[src/rtl/mc_controller.sv]
`default_nettype none
// +--------------------------------------------------------------------------+
// | mc_controller : multicycle ARM control unit (main FSM, ALU decode, NZCV)  |
// | Rev 1.0                                                                   |
// +--------------------------------------------------------------------------+
module mc_controller (
  input  logic         clk,
  input  logic         reset,
  input  logic [31:12] Instr,
  input  logic [3:0]   ALUFlags,
  output logic         PCWrite,
  output logic         MemWrite,
  output logic         RegWrite,
  output logic         IRWrite,
  output logic         AdrSrc,
  output logic [1:0]   RegSrc,
  output logic [1:0]   ALUSrcA,
  output logic [1:0]   ALUSrcB,
  output logic [1:0]   ResultSrc,
  output logic [1:0]   ImmSrc,
  output logic [1:0]   ALUControl
);

  typedef enum logic [3:0] {
    S_FETCH  = 4'd0,
    S_DECODE = 4'd1,
    S_EXECR  = 4'd2,
    S_EXECI  = 4'd3,
    S_ALUWB  = 4'd4,
    S_MEMADR = 4'd5,
    S_MEMRD  = 4'd6,
    S_MEMWB  = 4'd7,
    S_MEMWR  = 4'd8,
    S_BRANCH = 4'd9
  } state_t;

  typedef struct packed {
    logic       next_pc;
    logic       irw;
    logic       adr_src;
    logic       reg_w;
    logic       mem_w;
    logic       branch;
    logic       alu_op;
    logic [1:0] src_a;
    logic [1:0] src_b;
    logic [1:0] res_src;
  } ctrl_t;

  logic [3:0] cond;
  logic [1:0] op;
  logic [5:0] funct;
  logic [3:0] rd;
  logic       unused_rn;

  assign cond      = Instr[31:28];
  assign op        = Instr[27:26];
  assign funct     = Instr[25:20];
  assign rd        = Instr[15:12];
  assign unused_rn = ^Instr[19:16];

  function automatic ctrl_t decode_ctrl(input state_t s);
    ctrl_t c;
    c = '0;
    case (s)
      S_FETCH:  begin c.next_pc = 1'b1; c.irw = 1'b1; c.src_a = 2'b01; c.src_b = 2'b10; c.res_src = 2'b10; end
      S_DECODE: begin c.src_a = 2'b01; c.src_b = 2'b10; c.res_src = 2'b10; end
      S_EXECR:  begin c.alu_op = 1'b1; end
      S_EXECI:  begin c.alu_op = 1'b1; c.src_b = 2'b01; end
      S_ALUWB:  begin c.reg_w = 1'b1; end
      S_MEMADR: begin c.src_b = 2'b01; end
      S_MEMRD:  begin c.adr_src = 1'b1; end
      S_MEMWB:  begin c.res_src = 2'b01; c.reg_w = 1'b1; end
      S_MEMWR:  begin c.adr_src = 1'b1; c.mem_w = 1'b1; end
      S_BRANCH: begin c.src_a = 2'b10; c.src_b = 2'b01; c.res_src = 2'b10; c.branch = 1'b1; end
      default:  c = '0;
    endcase
    return c;
  endfunction

  function automatic state_t next_state(input state_t s, input logic [1:0] o, input logic [5:0] f);
    state_t n;
    case (s)
      S_FETCH:  n = S_DECODE;
      S_DECODE: begin
        case (o)
          2'b00:   n = f[5] ? S_EXECI : S_EXECR;
          2'b01:   n = S_MEMADR;
          2'b10:   n = S_BRANCH;
          default: n = S_FETCH;
        endcase
      end
      S_EXECR, S_EXECI: n = S_ALUWB;
      S_MEMADR: n = f[0] ? S_MEMRD : S_MEMWR;
      S_MEMRD:  n = S_MEMWB;
      default:  n = S_FETCH;
    endcase
    return n;
  endfunction

  function automatic logic cond_holds(input logic [3:0] c, input logic [3:0] f);
    logic n, z, cy, v;
    logic r;
    {n, z, cy, v} = f;
    case (c)
      4'h0:    r = z;
      4'h1:    r = ~z;
      4'h2:    r = cy;
      4'h3:    r = ~cy;
      4'h4:    r = n;
      4'h5:    r = ~n;
      4'h6:    r = v;
      4'h7:    r = ~v;
      4'h8:    r = cy & ~z;
      4'h9:    r = ~cy | z;
      4'hA:    r = ~(n ^ v);
      4'hB:    r = n ^ v;
      4'hC:    r = ~z & ~(n ^ v);
      4'hD:    r = z | (n ^ v);
      4'hE:    r = 1'b1;
      default: r = 1'b0;
    endcase
    return r;
  endfunction

  state_t     state;
  state_t     nxt;
  ctrl_t      ctrl;
  logic [3:0] flags;
  logic       condex_q;
  logic       nowrite_q;
  logic       condex;
  logic [1:0] alu_ctl;
  logic [1:0] flag_w;
  logic       nowrite;
  logic       arith;
  logic       known;
  logic       pcs;

  assign nxt    = next_state(state, op, funct);
  assign condex = cond_holds(cond, flags);

  // ALU command decode is only meaningful in the execute states; elsewhere the ALU adds.
  always_comb begin
    alu_ctl = 2'b00;
    arith   = 1'b0;
    known   = 1'b0;
    nowrite = 1'b0;
    if (ctrl.alu_op) begin
      known = 1'b1;
      case (funct[4:1])
        4'b0100: begin alu_ctl = 2'b00; arith = 1'b1; end
        4'b0010: begin alu_ctl = 2'b01; arith = 1'b1; end
        4'b0000: alu_ctl = 2'b10;
        4'b1100: alu_ctl = 2'b11;
        4'b1010: begin alu_ctl = 2'b01; arith = 1'b1; nowrite = 1'b1; end
        default: begin known = 1'b0; nowrite = 1'b1; end
      endcase
    end
    flag_w = known ? {funct[0], funct[0] & arith} : 2'b00;
  end

  always_ff @(posedge clk or negedge reset) begin
    if (!reset) begin
      state     <= S_FETCH;
      ctrl      <= decode_ctrl(S_FETCH);
      flags     <= 4'b0000;
      condex_q  <= 1'b0;
      nowrite_q <= 1'b0;
    end else begin
      state     <= nxt;
      ctrl      <= decode_ctrl(nxt);
      nowrite_q <= nowrite;
      if (state == S_DECODE) condex_q <= condex;
      // condex_q still holds this instruction's decision, so its own flag write cannot gate itself
      if (ctrl.alu_op && condex_q) begin
        if (flag_w[1]) flags[3:2] <= ALUFlags[3:2];
        if (flag_w[0]) flags[1:0] <= ALUFlags[1:0];
      end
    end
  end

  assign pcs        = ((rd == 4'd15) & ctrl.reg_w) | ctrl.branch;
  assign PCWrite    = reset & (ctrl.next_pc | (pcs & condex_q));
  assign RegWrite   = reset & ctrl.reg_w & condex_q & ~nowrite_q;
  assign MemWrite   = reset & ctrl.mem_w & condex_q;
  assign IRWrite    = reset & ctrl.irw;
  assign AdrSrc     = ctrl.adr_src;
  assign ALUSrcA    = ctrl.src_a;
  assign ALUSrcB    = ctrl.src_b;
  assign ResultSrc  = ctrl.res_src;
  assign ALUControl = alu_ctl;
  assign ImmSrc     = op;
  assign RegSrc     = {op == 2'b01, op == 2'b10};

endmodule
`default_nettype wire

[config.mk]
export PLATFORM = sky130hd
export DESIGN_NAME = mc_controller
export DESIGN_NICKNAME = d
export VERILOG_FILES = /design/src/rtl/mc_controller.sv
export SDC_FILE = /design/constraint.sdc
export NUM_CORES = 1
export LEC_CHECK = 0
export CORE_MARGIN = 2
export CORE_UTILIZATION = 45
export CTS_CLUSTER_SIZE = 28
export DETAILED_ROUTE_END_ITERATION = 10
export PLACE_DENSITY = 0.77
export RECOVER_POWER = 25
export SLEW_MARGIN = 15
export SYNTH_ARGS = -nofsm -noshare
export SYNTH_HDL_FRONTEND = slang
export SYNTH_SLANG_ARGS = --single-unit
[constraint.sdc]
create_clock -name clk -period 3.05 [get_ports clk]
set_input_delay 0.61 -clock clk [delete_from_list [all_inputs] [get_ports clk]]
set_output_delay 0.61 -clock clk [all_outputs]
set_load 0.02 [all_outputs]
# After elaboration in Yosys (flattened, before gate mapping)
# Index checks and enable logic that the tools add are counted.
[word_totals] regBits=23 output_inout_bits=17 word_cells=115
[classes] n_eq_ne=35 mux=23 bitwise=23 n_reduce_logical=19
[ops] cell="4-bit == test, second input constant" count=12
[ops] cell="4-bit by 3-bit == test with 1-bit output, second input constant" count=11
[ops] cell="4-bit by 2-bit == test with 1-bit output, second input constant" count=7
[ops] cell="4-bit one-hot mux with 5 select lines" count=1
[ops] cell="4-bit zero test" count=4
[ops] cell="1-bit one-hot mux with 15 select lines" count=1
[ops] cell="1-bit AND" count=12
[ops] cell="4-bit by 1-bit == test with 1-bit output, second input constant" count=3
[ops] cell="1-bit two-way mux" count=12
[ops] cell="2-bit one-hot mux with 2 select lines" count=3
[ops] cell="4-bit one-hot mux with 3 select lines" count=1
[ops] cell="2-bit OR reduction" count=6
[ops] cell="3-bit OR reduction" count=3
[ops] cell="2-bit two-way mux" count=3
[ops] cell="1-bit NOT" count=6
[ops] cell="2-bit one-hot mux with 3 select lines" count=1
[ops] cell="5-bit OR reduction" count=1
[ops] cell="4-bit two-way mux" count=1
[ops] cell="1-bit bitwise OR" count=4
[ops] cell="2-bit AND reduction" count=2
[ops] cell="4-bit OR reduction" count=1
[ops] cell="2-bit by 1-bit == test with 1-bit output, second input constant" count=1
[ops] cell="2-bit == test, second input constant" count=1
[ops] cell="2-bit zero test" count=1
[ops] cell="other kinds (2)" count=2

# Longest topological paths before layout
[depth] depth_word=7 depth_mapped=7

# Worst setup path after synthesis
# No wires, ideal clock.
[synth_timing] kind="input to output" startpoint="input Instr[23] (netlist bit)" endpoint="output ALUControl[0]" t_arrival_ns=1.489 t_required_ns=2.440 path_slack_ns=0.951 stages=4 cell_sequence="clkbuf_1 > nand2_1 > mux2_1 > nor2_1"
[synth_between] elab_chain_cells=4
[synth_lines] item="from (decl)" line="9" source="input logic [31:12] Instr,"
[synth_lines] item="4-bit == test or 4-bit by 2-bit == test with 1-bit output (tied branches)" line="151" source="case (funct[4:1])"
[synth_lines] item="2-bit OR reduction (no source line)"
[synth_lines] item="2-bit one-hot mux with 3 select lines *" line="151"
[synth_lines] item="2-bit two-way mux *" line="149" source="if (ctrl.alu_op) begin"
[synth_lines] item="to (decl)" line="21" source="output logic [1:0] ALUControl"
# Every way passes the cells marked *; elsewhere a longest branch is shown, timed or not.

# Worst setup path in the final report
# Same ends and word-level chain as after synthesis.

==> impl_metrics.yaml <==
clock_network:
  post_cts_buffers: 0
  cts_root_buf: "clkbuf_4"
  path_clk_slew_ps: 100
  ctsResizeCount: 0
  cts_made_buffers: 3
  cts_sinks: 21
  clk_path_buf_depth: 2
  cts_tree: "done"
  clkLatencyLatePin_ps: 290
  cts_htree_levels: 1
  hold_buffers: 0
placement:
  hpwl_um: 2400
  dp.cells: 214
  place_congestion: 0.804
  portBuffers: 38
  dp_worst_setup_slack_ps: 195
critical_path:
  end_kind: "output port"
  timing.rr.end: "condex_q"
  cp_max_fo: 10
  reg2reg_slack_ps: 1320
  reg2reg_depth: 4
  r2r_start: "flags[0]"
  arrival_ps: 2250
  start_kind: "primary input"
  path_class: "primary input to output port"
  cp.required_ps: 2440
grt:
  grt_pass1_wl_um: 5180
  antenna_found_initial: 0
  grt-ovfl-total: 0
  grt_pass1_vias: 1206
  grt_max_degree: 13
  grt.total_usage: 0.189
timing:
  period_share: 0.937
  setup_viol: 0
  hold_ws_ps: 533
  setup_ws_ps: 191
  skew_ps: 2.79
  drv_slew: 0
  rsz0062_at_grt: "no"
  finalSetupTns_ps: 0
  finalHoldViolCount: 0
  max_freq_mhz: 350
  worstMarginPinSlew_ps: 526
  slew_headroom: 0.650
  final.min_clock_period_ps: 2860
yosys:
  synth_edf_count: 0
  synthAdderAreaFrac: 0.0534
  synth_top_family_by_area: "simple AND/OR/NAND/NOR gates"
  yosysWarnings: 0
  syn_nets: 185
  ys_seq_area_frac: 0.377
  synth_mux_area_frac: 0.0294
  ys_seq_elements: 21
  synth_xor_area_frac: 0.0240
  synth-compound-area-share: 0.186
  synth_cells: 153
  async_flop_share: 1.00
  synth.distinct_cells: 51
  synth_ff_type: "dfrtp_1"
  netlist_area_sq_um: 1410
  syn_area_per_cell_sq_um: 9.19
  yosys.area_share.simple: 0.245
final_layout:
  layout_commonest_cell: "clkdlybuf4s50_1"
  mostFrequentLayoutCells: "clkdlybuf4s50_1 (37), dfrtp_1 (17), nand2_1 (9)"
  antenna_cells: 0
  regArea_sq_um: 531
  final_nets: 218
  final_util: 0.597
  fillers: 276
  multi_input_area_sq_um: 756
  layout-drive-gt1-share: 0.0973
  synthToLayoutAreaGrowth_pct: 27.4
  final_cell_count_no_fill: 218
hold_path:
  hold_path.class: "register to register"
  whs_endpoint: "nowrite_q"
  min_path_cells: 1
  worstHoldStart: "ctrl[6]"
pwr:
  ir_drop_mv: 0.428
  power_density_nw_per_um2: 617
  cellLeakagePower_nw: 0.778
floorplan:
  floorplan.initialDensity: 0.468
  core_area_sq_um: 3000
  ioPinCount: 43
  die_area_sq_um: 3590
  row_count: 20
  die_w_um: 59.9
  dieHeight_um: 59.9
routing:
  dr.pass1.iters: 4
  avgRoutedWirePerCell_um: 13.6
  wirelength_um: 2960
  via_count: 1218
  first_iter_violations: 56
  drc: 0
  ant_nets: 0
  via_per_inst: 5.59
run_status:
  status: "completed"
job:
  maxCapViolations: 0
critical path: stages:
cell	delay, ps
clkdlybuf4s50_1	450
buf_4	190
mux2_1	280
nor2_1	100
clkdlybuf4s50_1	610
report_power, final:
part	switching, mW	internal, mW	leakage (nW)
Combinational	0.280	0.252	0.490
Clock	0.0762	0.0488	0.0177
Sequential	0.0655	0.384	0.271
kinds of logic after synthesis:
family | count (synthesis)
and+or+nand+nor | 60
AOI/OAI and AO/OA | 36
buffers and inverters | 23
DFF | 21
adders and majority gates | 6
muxes | 4
xor gates and xnor gates | 3
cells in the mapped netlist, types with 2 or more instances:
cell type,number,area share
a21oi_1,8,0.028
nor2b_1,4,0.018
nand2_1,9,0.024
a221oi_1,2,0.012
o31ai_1,2,0.011
nand3_1,4,0.014
and2_1,3,0.013
nor2_1,8,0.021
nor3_1,6,0.021
o211a_1,2,0.014
nand4b_1,3,0.019
a211oi_1,2,0.011
buf_2,3,0.011
o21ai_0,2,0.0071
a31oi_1,3,0.013
inv_1,4,0.011
clkbuf_1,3,0.0080
dfrtp_1,17,0.30
o32ai_1,2,0.012
nor4b_1,2,0.012
dfstp_2,4,0.075
or3_1,3,0.013
ha_1,6,0.053
nand3b_1,2,0.011
nand2b_1,8,0.036
buf_4,8,0.043
mux2i_1,3,0.021
inv_2,5,0.013
and3_1,2,0.0089
nor3b_1,2,0.011
registers in the layout, indices dropped and copies added, names as in the netlist:
name,cells
condex_q,1
nowrite_q,1
ResultSrc,2
ALUSrcB,2
ctrl,4
AdrSrc,1
state,4
flags,4
ALUSrcA,2
cell type report:
cell class | instances | area share
clock buffer | 3 | 0.0126
sequential | 21 | 0.296
clock inverter | 1 | 0.00279
timing repair buffer | 42 | 0.225
multi-input combinational | 109 | 0.422
tap | 33 | 0.0230
inverter | 9 | 0.0189
through the flow:
step	cell area [sq um]	total power, mW
after floorplan	1410	0.829
after global placement	1770	0.971
after detailed placement	1770	0.987
after CTS	1800	1.11
after global routing	1790	1.19
final	1790	1.11
worst max path at each step:
stage	startpoint	depth (start not counted)	to	slack, ps
after floorplan	Instr[23]	4	ALUControl[0]	950
after global placement	Instr[23]	5	ALUControl[0]	250
after detailed placement	Instr[23]	5	ALUControl[0]	190
after CTS	Instr[23]	5	ALUControl[0]	200
after global routing	Instr[23]	5	ALUControl[0]	150
final	Instr[23]	5	ALUControl[0]	190
per-layer routing:
metal / share of wire / track usage / vias to the layer above
met5: 0 / 0 / -
met4: 0.0034 / 0.0413 / 0
met3: 0.051 / 0.0411 / 2
met2: 0.50 / 0.335 / 37
met1: 0.44 / 0.234 / 562
li1: - / - / 617
Note: power is estimated with default switching activity, not from simulation.
